[config.mk]
export PLATFORM = sky130hd
export DESIGN_NAME = sram_arbiter
export DESIGN_NICKNAME = d
export VERILOG_FILES = /design/src/rtl/sram_arbiter_pkg.sv /design/src/rtl/sram_arbiter_rr_pick.sv /design/src/rtl/sram_arbiter.sv
export SDC_FILE = /design/constraint.sdc
export NUM_CORES = 1
export LEC_CHECK = 0
export CAP_MARGIN = 10
export CORE_UTILIZATION = 39
export CTS_BUF_LIST = sky130_fd_sc_hd__clkbuf_8
export CTS_CLUSTER_SIZE = 20
export DETAILED_ROUTE_END_ITERATION = 10
export GPL_ROUTABILITY_DRIVEN = 0
export HOLD_SLACK_MARGIN = 0.08
export PLACE_DENSITY = 0.94
export SETUP_SLACK_MARGIN = 0.2
export SLEW_MARGIN = 10
export SYNTH_ARGS = -nofsm -noshare
export SYNTH_HDL_FRONTEND = slang
export SYNTH_SLANG_ARGS = --single-unit
export TNS_END_PERCENT = 50
[constraint.sdc]
create_clock -name clk -period 2.3 [get_ports clk]
set_clock_uncertainty 0.2 [all_clocks]
set_input_delay 0.23 -clock clk [delete_from_list [all_inputs] [get_ports clk]]
set_output_delay 0.23 -clock clk [all_outputs]
set_load 0.1 [all_outputs]
[src/rtl/sram_arbiter_pkg.sv]
// Shared types for the SRAM arbiter: controller request/result records and arbiter state.
// Latency: n/a (types and constants only).
// Backpressure: n/a.
package sram_arbiter_pkg;

    localparam int SRAM_ADDR_W = 18;
    localparam int SRAM_DATA_W = 16;

    typedef struct packed {
        logic                   den;
        logic                   oe_n;
        logic                   we_n;
        logic [SRAM_ADDR_W-1:0] address;
        logic [SRAM_DATA_W-1:0] dout;
    } SramRequest_t;

    typedef struct packed {
        logic                   done;
        logic [SRAM_DATA_W-1:0] din;
    } SramResult_t;

    typedef enum logic {
        IDLE = 1'b0,
        BUSY = 1'b1
    } SramArbState_t;

    // Controller port value whenever no access is in flight
    localparam SramRequest_t SRAM_IDLE_REQUEST = '{
        den:     1'b0,
        oe_n:    1'b1,
        we_n:    1'b1,
        address: '0,
        dout:    '0
    };

endpackage

[src/rtl/sram_arbiter_rr_pick.sv]
// Combinational winner picker: client 0 first (unless masked), then round-robin over 1..N-1.
// Latency: purely combinational.
// Backpressure: none; the caller decides when the pick is consumed.
module sram_arb_rr_pick
    import sram_arbiter_pkg::*;
#(
    parameter  int NUM_CLIENTS = 3,
    localparam int IDX_W       = $clog2(NUM_CLIENTS)
) (
    input  logic [NUM_CLIENTS-1:0] req_i,
    input  logic [IDX_W-1:0]       rr_ptr_i,
    input  logic                   client0_mask_i,
    output logic                   valid_o,
    output logic [IDX_W-1:0]       winner_o
);

    logic [IDX_W-1:0] cand;

    // Scan rrPtr+1, rrPtr+2, ... over 1..N-1; the first requester found wins
    always_comb begin
        valid_o  = 1'b0;
        winner_o = '0;
        cand     = '0;
        if (req_i[0] && !client0_mask_i) begin
            valid_o  = 1'b1;
            winner_o = '0;
        end else begin
            for (int k = 1; k < NUM_CLIENTS; k++) begin
                cand = IDX_W'(((int'(rr_ptr_i) - 1 + k) % (NUM_CLIENTS - 1)) + 1);
                if (!valid_o && req_i[cand]) begin
                    valid_o  = 1'b1;
                    winner_o = cand;
                end
            end
        end
    end

endmodule

[src/rtl/sram_arbiter.sv]
// Shares one SRAM controller port: client 0 strict priority, clients 1..N-1 round-robin.
// Latency: request seen in IDLE at cycle t drives the controller at t+1; >=1 idle cycle between accesses.
// Backpressure: grant held until controller done; optional SRAM_ARBITER_STARVE_GUARD_EN bounds client-0 runs.
module sram_arbiter
    import sram_arbiter_pkg::*;
#(
    parameter  int NUM_CLIENTS = 3
`ifdef SRAM_ARBITER_STARVE_GUARD_EN
    ,
    parameter  int MAX_CONSEC  = 4
`endif
) (
    input  logic                   clk,
    input  logic                   rst,
    input  SramRequest_t           clientReq [NUM_CLIENTS],
    output SramResult_t            clientRes [NUM_CLIENTS],
    output SramRequest_t           sramReq,
    input  SramResult_t            sramRes,
    output logic [NUM_CLIENTS-1:0] grant,
    output logic                   busy
);

    localparam int IDX_W = $clog2(NUM_CLIENTS);

    SramArbState_t          state_q, state_d;
    logic [NUM_CLIENTS-1:0] grant_q, grant_d;
    logic [IDX_W-1:0]       rr_ptr_q, rr_ptr_d;
    SramRequest_t           req_latch_q, req_latch_d;

    logic [NUM_CLIENTS-1:0] req_vec;
    logic                   client0_mask;
    logic                   pick_vld;
    logic [IDX_W-1:0]       pick_idx;

    // Collect the per-client request strobes into one vector
    always_comb begin
        req_vec = '0;
        for (int i = 0; i < NUM_CLIENTS; i++) begin
            req_vec[i] = clientReq[i].den;
        end
    end

`ifdef SRAM_ARBITER_STARVE_GUARD_EN
    localparam int CNT_W = $clog2(MAX_CONSEC + 1);

    logic [CNT_W-1:0] cons_q, cons_d;
    logic             lower_req;

    assign lower_req    = |req_vec[NUM_CLIENTS-1:1];
    // After MAX_CONSEC client-0 wins over a waiting lower client, let the lower client through once
    assign client0_mask = (cons_q == CNT_W'(MAX_CONSEC)) && lower_req;

    // Count client-0 wins that made a lower client wait; any lower win clears the run
    always_comb begin
        cons_d = cons_q;
        if (state_q == IDLE && pick_vld) begin
            if (pick_idx == '0) begin
                if (lower_req) begin
                    cons_d = cons_q + 1'b1;
                end
            end else begin
                cons_d = '0;
            end
        end
    end

    // Starvation counter register
    always_ff @(posedge clk) begin
        if (!rst) begin
            cons_q <= '0;
        end else begin
            cons_q <= cons_d;
        end
    end
`else
    assign client0_mask = 1'b0;
`endif

    sram_arb_rr_pick #(
        .NUM_CLIENTS(NUM_CLIENTS)
    ) u_pick (
        .req_i         (req_vec),
        .rr_ptr_i      (rr_ptr_q),
        .client0_mask_i(client0_mask),
        .valid_o       (pick_vld),
        .winner_o      (pick_idx)
    );

    // State register; reset abandons any access in flight
    always_ff @(posedge clk) begin
        if (!rst) begin
            state_q     <= IDLE;
            grant_q     <= '0;
            rr_ptr_q    <= IDX_W'(NUM_CLIENTS - 1);
            req_latch_q <= SRAM_IDLE_REQUEST;
        end else begin
            state_q     <= state_d;
            grant_q     <= grant_d;
            rr_ptr_q    <= rr_ptr_d;
            req_latch_q <= req_latch_d;
        end
    end

    // Next state: arbitrate and latch in IDLE, wait for controller done in BUSY
    always_comb begin
        state_d     = state_q;
        grant_d     = grant_q;
        rr_ptr_d    = rr_ptr_q;
        req_latch_d = req_latch_q;
        case (state_q)
            IDLE: begin
                if (pick_vld) begin
                    state_d           = BUSY;
                    grant_d           = '0;
                    grant_d[pick_idx] = 1'b1;
                    req_latch_d       = clientReq[pick_idx];
                    // Client 0 wins do not disturb the lower clients' rotation
                    if (pick_idx != '0) begin
                        rr_ptr_d = pick_idx;
                    end
                end
            end
            BUSY: begin
                if (sramRes.done) begin
                    state_d = IDLE;
                    grant_d = '0;
                end
            end
            default: begin
                state_d = IDLE;
                grant_d = '0;
            end
        endcase
    end

    // Outputs: latched request to the controller, data broadcast, done only to the owner
    always_comb begin
        sramReq = SRAM_IDLE_REQUEST;
        busy    = 1'b0;
        if (state_q == BUSY) begin
            sramReq = req_latch_q;
            busy    = 1'b1;
        end
        for (int i = 0; i < NUM_CLIENTS; i++) begin
            clientRes[i].din  = sramRes.din;
            clientRes[i].done = (state_q == BUSY) && grant_q[i] && sramRes.done;
        end
    end

    assign grant = grant_q;

endmodule

After elaboration in Yosys (flattened, before gate mapping)
Index checks and enable logic that the tools add are counted.

Register bits after elaboration: 43. Input port bits: 130. Output and inout port bits: 92. Word-level logic and storage cells: 61.

$add $sub $neg: 5. $lt $le $gt $ge: 5. Equal/unequal tests: 2. Mux-type cells: 24. Bitwise operators: 4. Reduce and logical (&&, ||, !) cells: 13.

Operator list (count): two-way mux 37 bit (3); binary-select mux 37 bit (select 2 bit) (1); adder 32 x 2 -> 32 bit (second input constant) (1); adder 32 x 3 -> 32 bit (second input constant) (1); two-way mux 1 bit (10); < comparator 2 x 3 -> 1 bit (second input constant) (3); logical AND 1 bit (8); two-way mux 2 bit (3); two-way mux 3 bit (2); one-hot mux 3 bit (2 select lines) (1); adder 2 bit (second input constant) (2); binary-select mux 1 bit (select 2 bit) (2); != test 2 bit (second input constant) (2); AND reduction 2 bit (2); >= comparator 3 bit (second input constant) (1); inverter 2 -> 3 bit (1); AND reduction 3 bit (1); subtractor 2 x 1 -> 3 bit (second input constant) (1); bitwise AND 1 bit (2); demux 1 bit (select 2 bit) (1); >= comparator 2 x 1 -> 1 bit (second input constant) (1); one-hot mux 1 bit (2 select lines) (1); nonzero test 2 bit (1); logical NOT 1 bit (1); inverter 1 bit (1).

Depth between registers and ports, before layout
Gate-level depths: netlist (run 1).

Word-level depth: 18. Depth in mapped cells: 6. Mapped depth without buffers: 3.

By module
A second synthesis (run 1) with hierarchy kept.

Cell total of the unflattened synthesis: 321. Area total of the unflattened synthesis: 2787.7 µm².

Modules (own cells, without submodules): sram_arbiter (instances 1, cells an instance 314, area an instance 2743.9 µm²); sram_arb_rr_pick (instances 1, cells an instance 7, area an instance 43.8 µm²).

Worst setup path after synthesis (run 1)
Ideal clock, no wire load.

Path type: reg2out. From: register state_q. To: output clientRes[16] (netlist bit). Arrival time: 2328 ps. Path slack: -458 ps. Cell stages (with the launch flop): 4. Path buffers: 2. Cells stage by stage: dfxtp_1 -> buf_2 -> clkbuf_1 -> and3_1.

RTL lines: from (decl) (line sram_arbiter.sv:25) `SramArbState_t state_q, state_d;`; from (signal assigned) (line sram_arbiter.sv:97) `state_q <= state_d;`; to (decl) (line sram_arbiter.sv:16) `output SramResult_t clientRes [NUM_CLIENTS],`.

Worst setup path after layout (run 1)
From: input clientReq[73] (netlist bit). To: register req_latch_q[5] (netlist bit).

Cells in the longest elaborated chain, start to end: 12. Elaborated cells between the ends (all ways): 18.

Ends and longest elaborated chain: from (decl) (line sram_arbiter.sv:15) `input SramRequest_t clientReq [NUM_CLIENTS],`; binary-select mux 1 bit (select 2 bit) (line sram_arbiter_rr_pick.sv:30) `if (!valid_o && req_i[cand]) begin`; two-way mux 1 bit (implied by the code) (line sram_arbiter_rr_pick.sv:30); two-way mux 1 bit (line sram_arbiter_rr_pick.sv:30); two-way mux 1 bit (line sram_arbiter_rr_pick.sv:24) `if (req_i[0] && !client0_mask_i) begin`; logical NOT 1 bit (line sram_arbiter_rr_pick.sv:30); logical AND 1 bit (line sram_arbiter_rr_pick.sv:30); two-way mux 2 bit (line sram_arbiter_rr_pick.sv:30); two-way mux 2 bit (line sram_arbiter_rr_pick.sv:24); inverter 2 -> 3 bit (implied by the code) (line sram_arbiter.sv:116) `req_latch_d = clientReq[pick_idx];`; binary-select mux 37 bit (select 2 bit) (line sram_arbiter.sv:116); two-way mux 37 bit (implied by the code) (2 in series) (line sram_arbiter.sv:116); to (signal assigned) (line sram_arbiter.sv:100) `req_latch_q <= req_latch_d;`; to (decl) (line sram_arbiter.sv:28) `SramRequest_t req_latch_q, req_latch_d;`.

Several ways; a longest one is shown, not always the timed one. The select of a mux whose other input is x is not followed. A chain may end at the register's enable or synchronous reset.

==> qor.csv, run 1 <==
metric,value,unit
startpoint types,input port,
fill count,607,
switch share,36.28,%
Post-CTS Hold Buffers,0,
max_cap viols,0,
Post-Synthesis Cells,372,
Final WS setup,472.9,ps
Post-CTS Repair Setup Buffers,0,
Hold Crit Class,in2reg,
first-pass GRT wire length,15500,um
Clock Sinks,42,
HP Start,clientReq[36],
Tcrit/Tclk final,79.44,%
multi-input logic area,0.001634,sq mm
share of cells above drive strength 1,24.73,%
synthesized area,0.003040,sq mm
Logic pwr share,43.9,%
Final min period,1827,ps
Final setup viols,0,
Die Wd,90.30,um
Layout Utilization,65.23,%
Clock power frac,20.7,%
row count,31,
Root Driver,clkbuf_8,
simple-gate portion of the synthesized area,23.17,%
CP Launch Point,clientReq[73],
Reg power frac,35.4,%
Synth Area in XOR/XNOR,0,%
IO buf count,157,
Post-Place Cell Area,0.004741,sq mm
Initial Util,41.04,%
vias in the first global route,3283,
Pint,1489,uW
CTS Buffer Depth,2,
Compound-Gate Fraction of Synth Area,28.93,%
storage element area,842.1,sq um
Post-Layout Inst Area,0.004832,sq mm
per-cell routed wire length,17.46,um
DRC viols,0,
RSZ-0062 raised after global routing,false,
Worst EP required,2260,ps
Clock H-tree levels,2,
Max Fclk,547.3,MHz
Max Slew Vio Count,0,
"antenna viol nets, final",0,
"wirelength, routed",9845,um
Skew-Pair Late Insertion Delay,280,ps
Max IR drop VDD,264.1,uV
total CTS buffers,5,
CTS tree,yes,
CP max FO,16,
Die Y,90.30,um
largest family of logic cells by synthesized area,compound AO/OA/AOI/OAI gates,
total net switching power,847.9,uW
Resized cells post-CTS,0,
Inserted Diodes,0,
total core area,0.007408,sq mm
syn avg cell area,8.173,sq um
Seq cells post-synth,42,
Crit Reg-Reg Startpoint,state_q,
largest net degree at the start of global routing,59,
total grt overflow,0,
number of detailed-route iterations in the first pass,6,
Syn-to-layout area delta,58.93,%
"Warnings, synthesis",0,
PD cells,483.7,mW/mm^2
crit-path cells,"clkdlybuf4s50_1, or3_4, buf_4, a21oi_1, a311oi_1",
Setup TNS,0,ps
Syn Nets,502,
fin nets,594,
Adder-Cell Fraction of Synth Area,0,%
worst slew pin tran,655.8,ps
post-synthesis sequential area ratio,27.65,%
post-DP HPWL,7406,um
status,"finished, final reports clean",
initial antenna violation count,0,
Iter 0 DRT Violations,156,
gr usage total,23.78,%
Crit path largest cell delay,540,ps
slowest library cell on the worst path,clkdlybuf4s50_1,
die area,0.008153,sq mm
worst hold slack,215.2,ps
Rel. slew slack,56.23,%
"Hold Vio Cnt, Final",0,
crit path kind,in2reg,
Vias/cell,5.801,
clock-pin slew on the worst setup and hold paths,80,ps
pre-CTS setup slack,164.4,ps
via count,3272,
crit path capture type,flip-flop,
Netlist cell types,35,
post-synthesis mux area share,0,%
IO Count,222,
Static Leak,0.001752,uW
Worst Path Arrival,1780,ps
## layer usage
layer | GRT usage [%] | up-vias | wire [um] | part of all wire [%]
met1 | 25.40 | 1526 | 3569 | 36
met3 | 4.461 | 24 | 823 | 8.4
met2 | 44.53 | 196 | 5218 | 53
met4 | 11.56 | 0 | 234 | 2.4
li1 | - | 1526 | - | -
met5 | 0 | - | 0 | 0
## metrics by stage
| step | power [uW] | instances |
|---|---|---|
| 2_1_floorplan | 1815 | 372 |
| 3_3_place_gp | 1842 | 556 |
| 3_5_place_dp | 1870 | 556 |
| 4_1_cts | 2351 | 564 |
| 5_1_grt | 2440 | 564 |
| 6_report | 2337 | 564 |
## cell usage in the layout (no fill, tap or decap), types with 2 or more instances in the layout
cell type and instances:
nand3_1 30, and2_1 28, o21ai_0 6, and2_2 35
a31oi_1 6, a41oi_1 29, dfxtp_1 41, a311oi_1 29
nand4_1 7, inv_1 3, nand2b_1 4, clkdlybuf4s50_1 112
o211ai_1 3, a32oi_1 6, buf_4 19, buf_12 43
and3_2 3, clkbuf_8 6, nand2_1 3, a21oi_1 34
nor2_2 2
## kinds of logic (layout without fill, tap and decap cells)
kind of cell / after synthesis / count (layout)
flops: 42 / 42
buf+inv: 93 / 186
simple gates: 118 / 118
compound gates: 119 / 119
## power groups by stage
stage / sequential (uW) / combinational (uW) / clock [uW]
2_1_floorplan: 863 / 952 / 0
3_3_place_gp: 840 / 1000 / 0
3_5_place_dp: 843 / 1030 / 0
4_1_cts: 827 / 1030 / 495
5_1_grt: 835 / 1080 / 526
6_report: 828 / 1030 / 483
## flip-flops by register name, summed over array words and instances (netlist names)
| register | cells |
|---|---|
| grant | 3 |
| req_latch_q | 37 |
| rr_ptr_q | 1 |
| state_q | 1 |
## final timing paths
kind                                         to  slack, ps  cells after the start
worst max-delay path             req_latch_q[5]        470                      5
worst min-delay path                    state_q        220                      3
worst max register to register   req_latch_q[5]        520                      4
worst min register to register  req_latch_q[36]        280                      1
## Yosys cell counts (all sizes together)
cell / instances / area, sq um
buf: 66 / 504.2
a311oi: 29 / 254.0
inv: 3 / 11.26
dfxtp: 42 / 840.8
a41oi: 29 / 254.0
clkbuf: 24 / 100.1
and2: 63 / 394.1
nor2: 3 / 13.77
a21o: 1 / 7.510
a32oi: 6 / 52.55
nand4b: 1 / 8.760
nor3: 2 / 21.27
a21oi: 34 / 170.2
nand3: 30 / 150.1
nand4: 7 / 43.79
a31oi: 6 / 37.54
o21a: 1 / 7.510
and3: 3 / 18.77
nand2b: 4 / 25.02
or3: 1 / 11.26
a2bb2oi: 1 / 8.760
o21ai: 6 / 30.03
o211ai: 3 / 22.52
nand2: 3 / 11.26
nor2b: 1 / 6.260
a211oi: 1 / 7.510
a31o: 1 / 8.760
a21boi: 1 / 18.77
## final cells by class
class | count | area share (%)
Timing Repair Buffer | 175 | 44.07
Multi-Input combinational cell | 237 | 33.82
Sequential cell | 42 | 17.43
Tap cell | 99 | 2.563
Clock buffer | 6 | 1.709
Inverter | 3 | 0.2330
Clock inverter | 2 | 0.1813
## critical path: cells and delay by family
kind | cells | cell delay, ps
and+or+nand+nor | 1 | 530
AOI/OAI and AO/OA | 2 | 240
buffers and inverters | 2 | 770
Power figures use the tool's default switching activity.
==> inputs of run 2 (changes only) <==
Settings changed: CORE_UTILIZATION 39 to 36, PLACE_DENSITY 0.94 to 0.88.
Clock period 2.3 ns to 1.9 ns, I/O delays scaled along.
==> qor.csv, run 2 (synthesis gave the netlist of run 1 again) <==
metric,value,unit
Post-CTS Hold Buffers,0,
first-pass GRT wire length,16250,um
CP max FO,8,
Crit path largest cell delay,490,ps
Max Slew Vio Count,0,
Rel. slew slack,68.77,%
Non-Filler Instances,583,
Vias/cell,5.714,
storage element area,849.6,sq um
slowest library cell on the worst path,clkdlybuf4s50_1,
max_cap viols,0,
max reg flops,37,
Max Fclk,601.3,MHz
clock-pin slew on the worst setup and hold paths,80,ps
Skew-Pair Late Insertion Delay,290,ps
crit path kind,in2reg,
Tcrit/Tclk final,87.53,%
Syn-to-layout area delta,66.38,%
Inserted Diodes,0,
vias in the first global route,3383,
Hold Crit Class,in2reg,
worst slew pin tran,467.4,ps
Root Driver,clkbuf_8,
Post-Layout Inst Area,0.005059,sq mm
Initial Util,37.19,%
DRC viols,0,
IO buf count,157,
CTS tree,yes,
Die Wd,93.90,um
Iter 0 DRT Violations,155,
Final setup viols,0,
crit-path cells,"clkdlybuf4s50_1, buf_4, nor2b_1, a32oi_1, a31oi_1",
row count,33,
Static Leak,0.001869,uW
fill count,690,
Biggest register,req_latch_q,
Post-Place Cell Area,0.004907,sq mm
Clock Sinks,42,
via count,3331,
share of cells above drive strength 1,28.03,%
total CTS buffers,5,
multi-input logic area,0.001694,sq mm
Max IR drop VDD,305.7,uV
CTS Buffer Depth,2,
per-cell routed wire length,18.41,um
Die Y,93.90,um
die area,0.008817,sq mm
total core area,0.008175,sq mm
initial antenna violation count,0,
"antenna viol nets, final",0,
Worst Path Arrival,1680,ps
fin nets,607,
placed cell count,571,
startpoint types,input port,
"commonest non-fill, non-tap cell in the layout",clkdlybuf4s50_1,
"Hold Vio Cnt, Final",0,
post-DP HPWL,7876,um
Final min period,1663,ps
status,"finished, final reports clean",
Final WS setup,236.9,ps
pre-CTS setup slack,-56.49,ps
IO Count,222,
most frequent cells in the layout,"clkdlybuf4s50_1 (111), buf_12 (45), dfxtp_1 (37)",
Worst EP required,1920,ps
largest net degree at the start of global routing,33,
gr usage total,23.91,%
"wirelength, routed",10730,um
RSZ-0062 raised after global routing,true,
total grt overflow,0,
number of detailed-route iterations in the first pass,4,
crit path capture type,flip-flop,
PD cells,578.7,mW/mm^2
Clock H-tree levels,2,
run 2: cell types whose count changed in the layout (fill, tap and decap cells not counted), moves of 4 or more:
| cell | delta |
|---|---|
| and2_2 | -35 |
| dfxtp_1 | -4 |
| and2_4 | +35 |
| buf_4 | +6 |
run 2: critical path, delay by kind of cell:
family | cells | cell delay (ps)
AOI/OAI and AO/OA | 2 | 370
buffers and inverters | 2 | 690
and+or+nand+nor | 1 | 430
run 2: where the power goes:
part	switching, uW	internal [uW]
logic	710	612
clock network	307	288
registers	48.2	963
total	1070	1860
run 2: worst paths after layout:
kind                                      start              end  slack (ps)  cells past startpoint
worst min-delay path              clientReq[73]          state_q         100                      3
worst max register to register          state_q  req_latch_q[26]         310                      4
worst max-delay path             clientReq[110]  req_latch_q[26]         240                      5
worst min register to register  req_latch_q[36]  req_latch_q[36]         280                      1
run 2: per-stage QoR:
step           hold WS, ps  total power, uW  setup TNS, ps  utilization [%]
2_1_floorplan        96.33             2238              0                -
3_3_place_gp         181.3             2295              0            60.02
3_5_place_dp         181.3             2330         -384.3            60.02
4_1_cts              181.3             2930              0            61.33
5_1_grt              108.2             3059              0            61.88
6_report             98.08             2928              0            61.88
run 2: repair_timing:
item | 4_1_cts | 5_1_grt
hold endpoints to repair | 0 | 0
buffers inserted | 1 | 2
endpoints found under the setup margin | 31 | 37
cloned | 0 | 1
resized for setup | 2 | 3
run 2: area by class of cell:
class	instances	share of cell area, %
Timing Repair Buffer	188	45.09
Clock buffer	6	1.632
Tap cell	105	2.597
Sequential cell	42	16.79
Clock inverter	2	0.1731
Multi-Input combinational cell	237	33.49
Inverter	3	0.2226
run 2: metal layers:
metal	GRT usage (%)	up-vias	wire [um]
li1	-	1551	-
met1	26.75	1566	4069
met2	43.13	182	5588
met3	5.502	32	756
met4	10.00	0	316
met5	0	-	0
==> RTL edit (config.mk and constraints of run 2) <==
Build with the macro `SRAM_ARBITER_STARVE_GUARD_EN` defined.
--- a/src/rtl/sram_arbiter.sv
+++ b/src/rtl/sram_arbiter.sv
@@ -2,4 +2,6 @@
 // Latency: request seen in IDLE at cycle t drives the controller at t+1; >=1 idle cycle between accesses.
 // Backpressure: grant held until controller done; optional SRAM_ARBITER_STARVE_GUARD_EN bounds client-0 runs.
+`define SRAM_ARBITER_STARVE_GUARD_EN
+
 module sram_arbiter
     import sram_arbiter_pkg::*;
Behaviour: not the same (a bounded check fails within 10 cycles, from zero or initial values and one cycle with rst low).
==> RTL edit against run 2 <==
- critical path depth increased by 2
- routed wire length fell by 8.5%
- critical endpoint is now req_latch_q[35]$_SDFFE_PN1P_
- sequential cell count is 3 higher
- first-iteration DRC count is 23% lower
- cell area up 2.0%
- area after synthesis shrank 7.5%
- worst setup slack got worse by 0.058 ns
- count of clock-buffer cells in the layout up 1
- synthesized cell count decreased by 11%
- worst hold slack gained 0.00089 ns
- core utilization increased by 7.7 points
- sequential share of layout area rose by 0.87 points
- total power rose by 2.8%
==> RTL edit: results (changes against run 2) <==
[worst_setup_path]
crit_family = compound AO/OA/AOI/OAI gates
worstReg2RegStart = cons_q[0]$_SDFFE_PN0P_
reg2reg_slack_ns = 0.18  ; -0.13 ns
r2r_end = req_latch_q[35]$_SDFFE_PN1P_
r2r_cells = 7  ; +3
crit_path_max_fanout = 4  ; -4
critPathMaxStageDelay_ns = 0.35  ; -0.14 ns
cp_slowest_cell = dfxtp_2

[route]
wl_mm = 9.82  ; -8.5%
vias = 2997  ; -10%
drt_iter0_markers = 120  ; -23%

[grt]
grt_util_all_layers_pct = 23.2  ; -0.68 points
grt_first_pass_wirelength_mm = 15.1  ; -7.0%
grt_pass1_vias = 3047  ; -9.9%
grt_max_degree = 48  ; +45%
antenna_found_initial = 0  ; unchanged

[pwr]
p_switching_mw = 1.04  ; -2.0%
p_leak_nw = 1.93  ; +3.1%
ir_drop_mv = 0.324  ; +5.9%

[logic_synthesis]
syn-num-nets = 463  ; -7.8%
ys_types = 37  ; +5.7%
synthArstFlopShare_pct = 0  ; unchanged
ys_seq_area_share_pct = 32.0  ; +4.4 points
yosys-top-cells-count = 48 x buf_4, 45 x dfxtp_1, 37 x a22oi_1
ys_top_cells_by_area = dfxtp_1 32%, buf_4 13%, a22oi_1 9.9%

[status]
status = finished, final reports clean

[sta]
slew_headroom_pct = 62.6  ; -6.2 points

[place]
hpwl_mm = 7.00  ; -11%
io_buffers = 157  ; unchanged
dpl_worst_slack_ns = -0.270  ; -0.213 ns

[hold_path]
hold_start = clientReq[36]

[finish]
regMostFlops = req_latch_q
fin_nets = 578  ; -4.8%
drive_gt1_share_pct = 36.9  ; +8.9 points
antenna_cells = 0  ; unchanged

[cts]
max-clock-path-buffers = 2  ; unchanged

==> RTL edit: final cells by class <==
| class | instances | area (um2) |
|---|---|---|
| multi-input combinational | 206 | 1680 |
| inverter | 4 | 15.0 |
| clock inverter | 1 | 5.00 |
| sequential | 45 | 911 |
| tap | 99 | 124 |
| timing repair buffer | 184 | 2320 |
| clock buffer | 7 | 96.3 |
| fill | 551 | 2250 |
==> RTL edit: routing by layer <==
metal  global-route usage, %  vias up  wire, um
li1                        -     1403         -
met1                    22.6     1418      3610
met2                    47.5      162      5360
met3                    5.64       14       685
met4                    6.45        0       153
met5                       0        -         0
==> RTL edit: per-stage QoR <==
step | instance area, um2 | utilization, % | setup TNS [ns] | hold WS, ns | std cells
global route | 5160 | 69.6 | 0 | 0.114 | 546
global placement | 4750 | 64.1 | -3.74 | 0.181 | 530
finish | 5160 | 69.6 | 0 | 0.0990 | 546
floorplan | 2960 | - | 0 | 0.162 | 331
detailed placement | 4750 | 64.1 | -5.78 | 0.181 | 530
CTS | 5060 | 68.2 | 0 | 0.181 | 543
==> RTL edit: worst register-to-register path: stages (launching register included) <==
cell and delay [ns]:
dfxtp_2 0.35, inv_2 0.05, ha_4 0.16, a21bo_4 0.22
and3_4 0.18, buf_4 0.14, a32oi_2 0.19, o211ai_1 0.10
==> RTL edit: kinds of logic after synthesis <==
group           synth area share, %
fa+ha+maj                     0.890
compound gates                 35.2
simple gates                   13.5
buf+inv                        18.4
flops                          32.0
==> RTL edit: what timing repair did <==
item,in CTS,in global routing
gates cloned,1,1
pin swaps,10,17
setup buffers,4,2
resized for setup,32,16
endpoints found under the setup margin,69,42
==> RTL edit: how the worst max path moves through the flow <==
stage | slack, ns | cells past startpoint | end | startpoint
after floorplan | 0.20 | 3 | clientRes[16] | state_q$_SDFF_PN0_
after global placement | -0.19 | 5 | req_latch_q[6]$_SDFFE_PN0P_ | clientReq[110]
after detailed placement | -0.27 | 5 | req_latch_q[18]$_SDFFE_PN0P_ | clientReq[110]
after CTS | 0.16 | 7 | req_latch_q[21]$_SDFFE_PN0P_ | cons_q[0]$_SDFFE_PN0P_
after global routing | 0.13 | 7 | req_latch_q[35]$_SDFFE_PN1P_ | cons_q[0]$_SDFFE_PN0P_
final | 0.18 | 7 | req_latch_q[35]$_SDFFE_PN1P_ | cons_q[0]$_SDFFE_PN0P_
==> RTL edit: power by group through the flow <==
stage	combinational, mW	sequential, mW	clock (mW)
floorplan	1.10	1.11	0
CTS	1.25	1.07	0.672
detailed placement	1.20	1.09	0
global route	1.34	1.08	0.713
finish	1.28	1.07	0.662
global placement	1.17	1.08	0
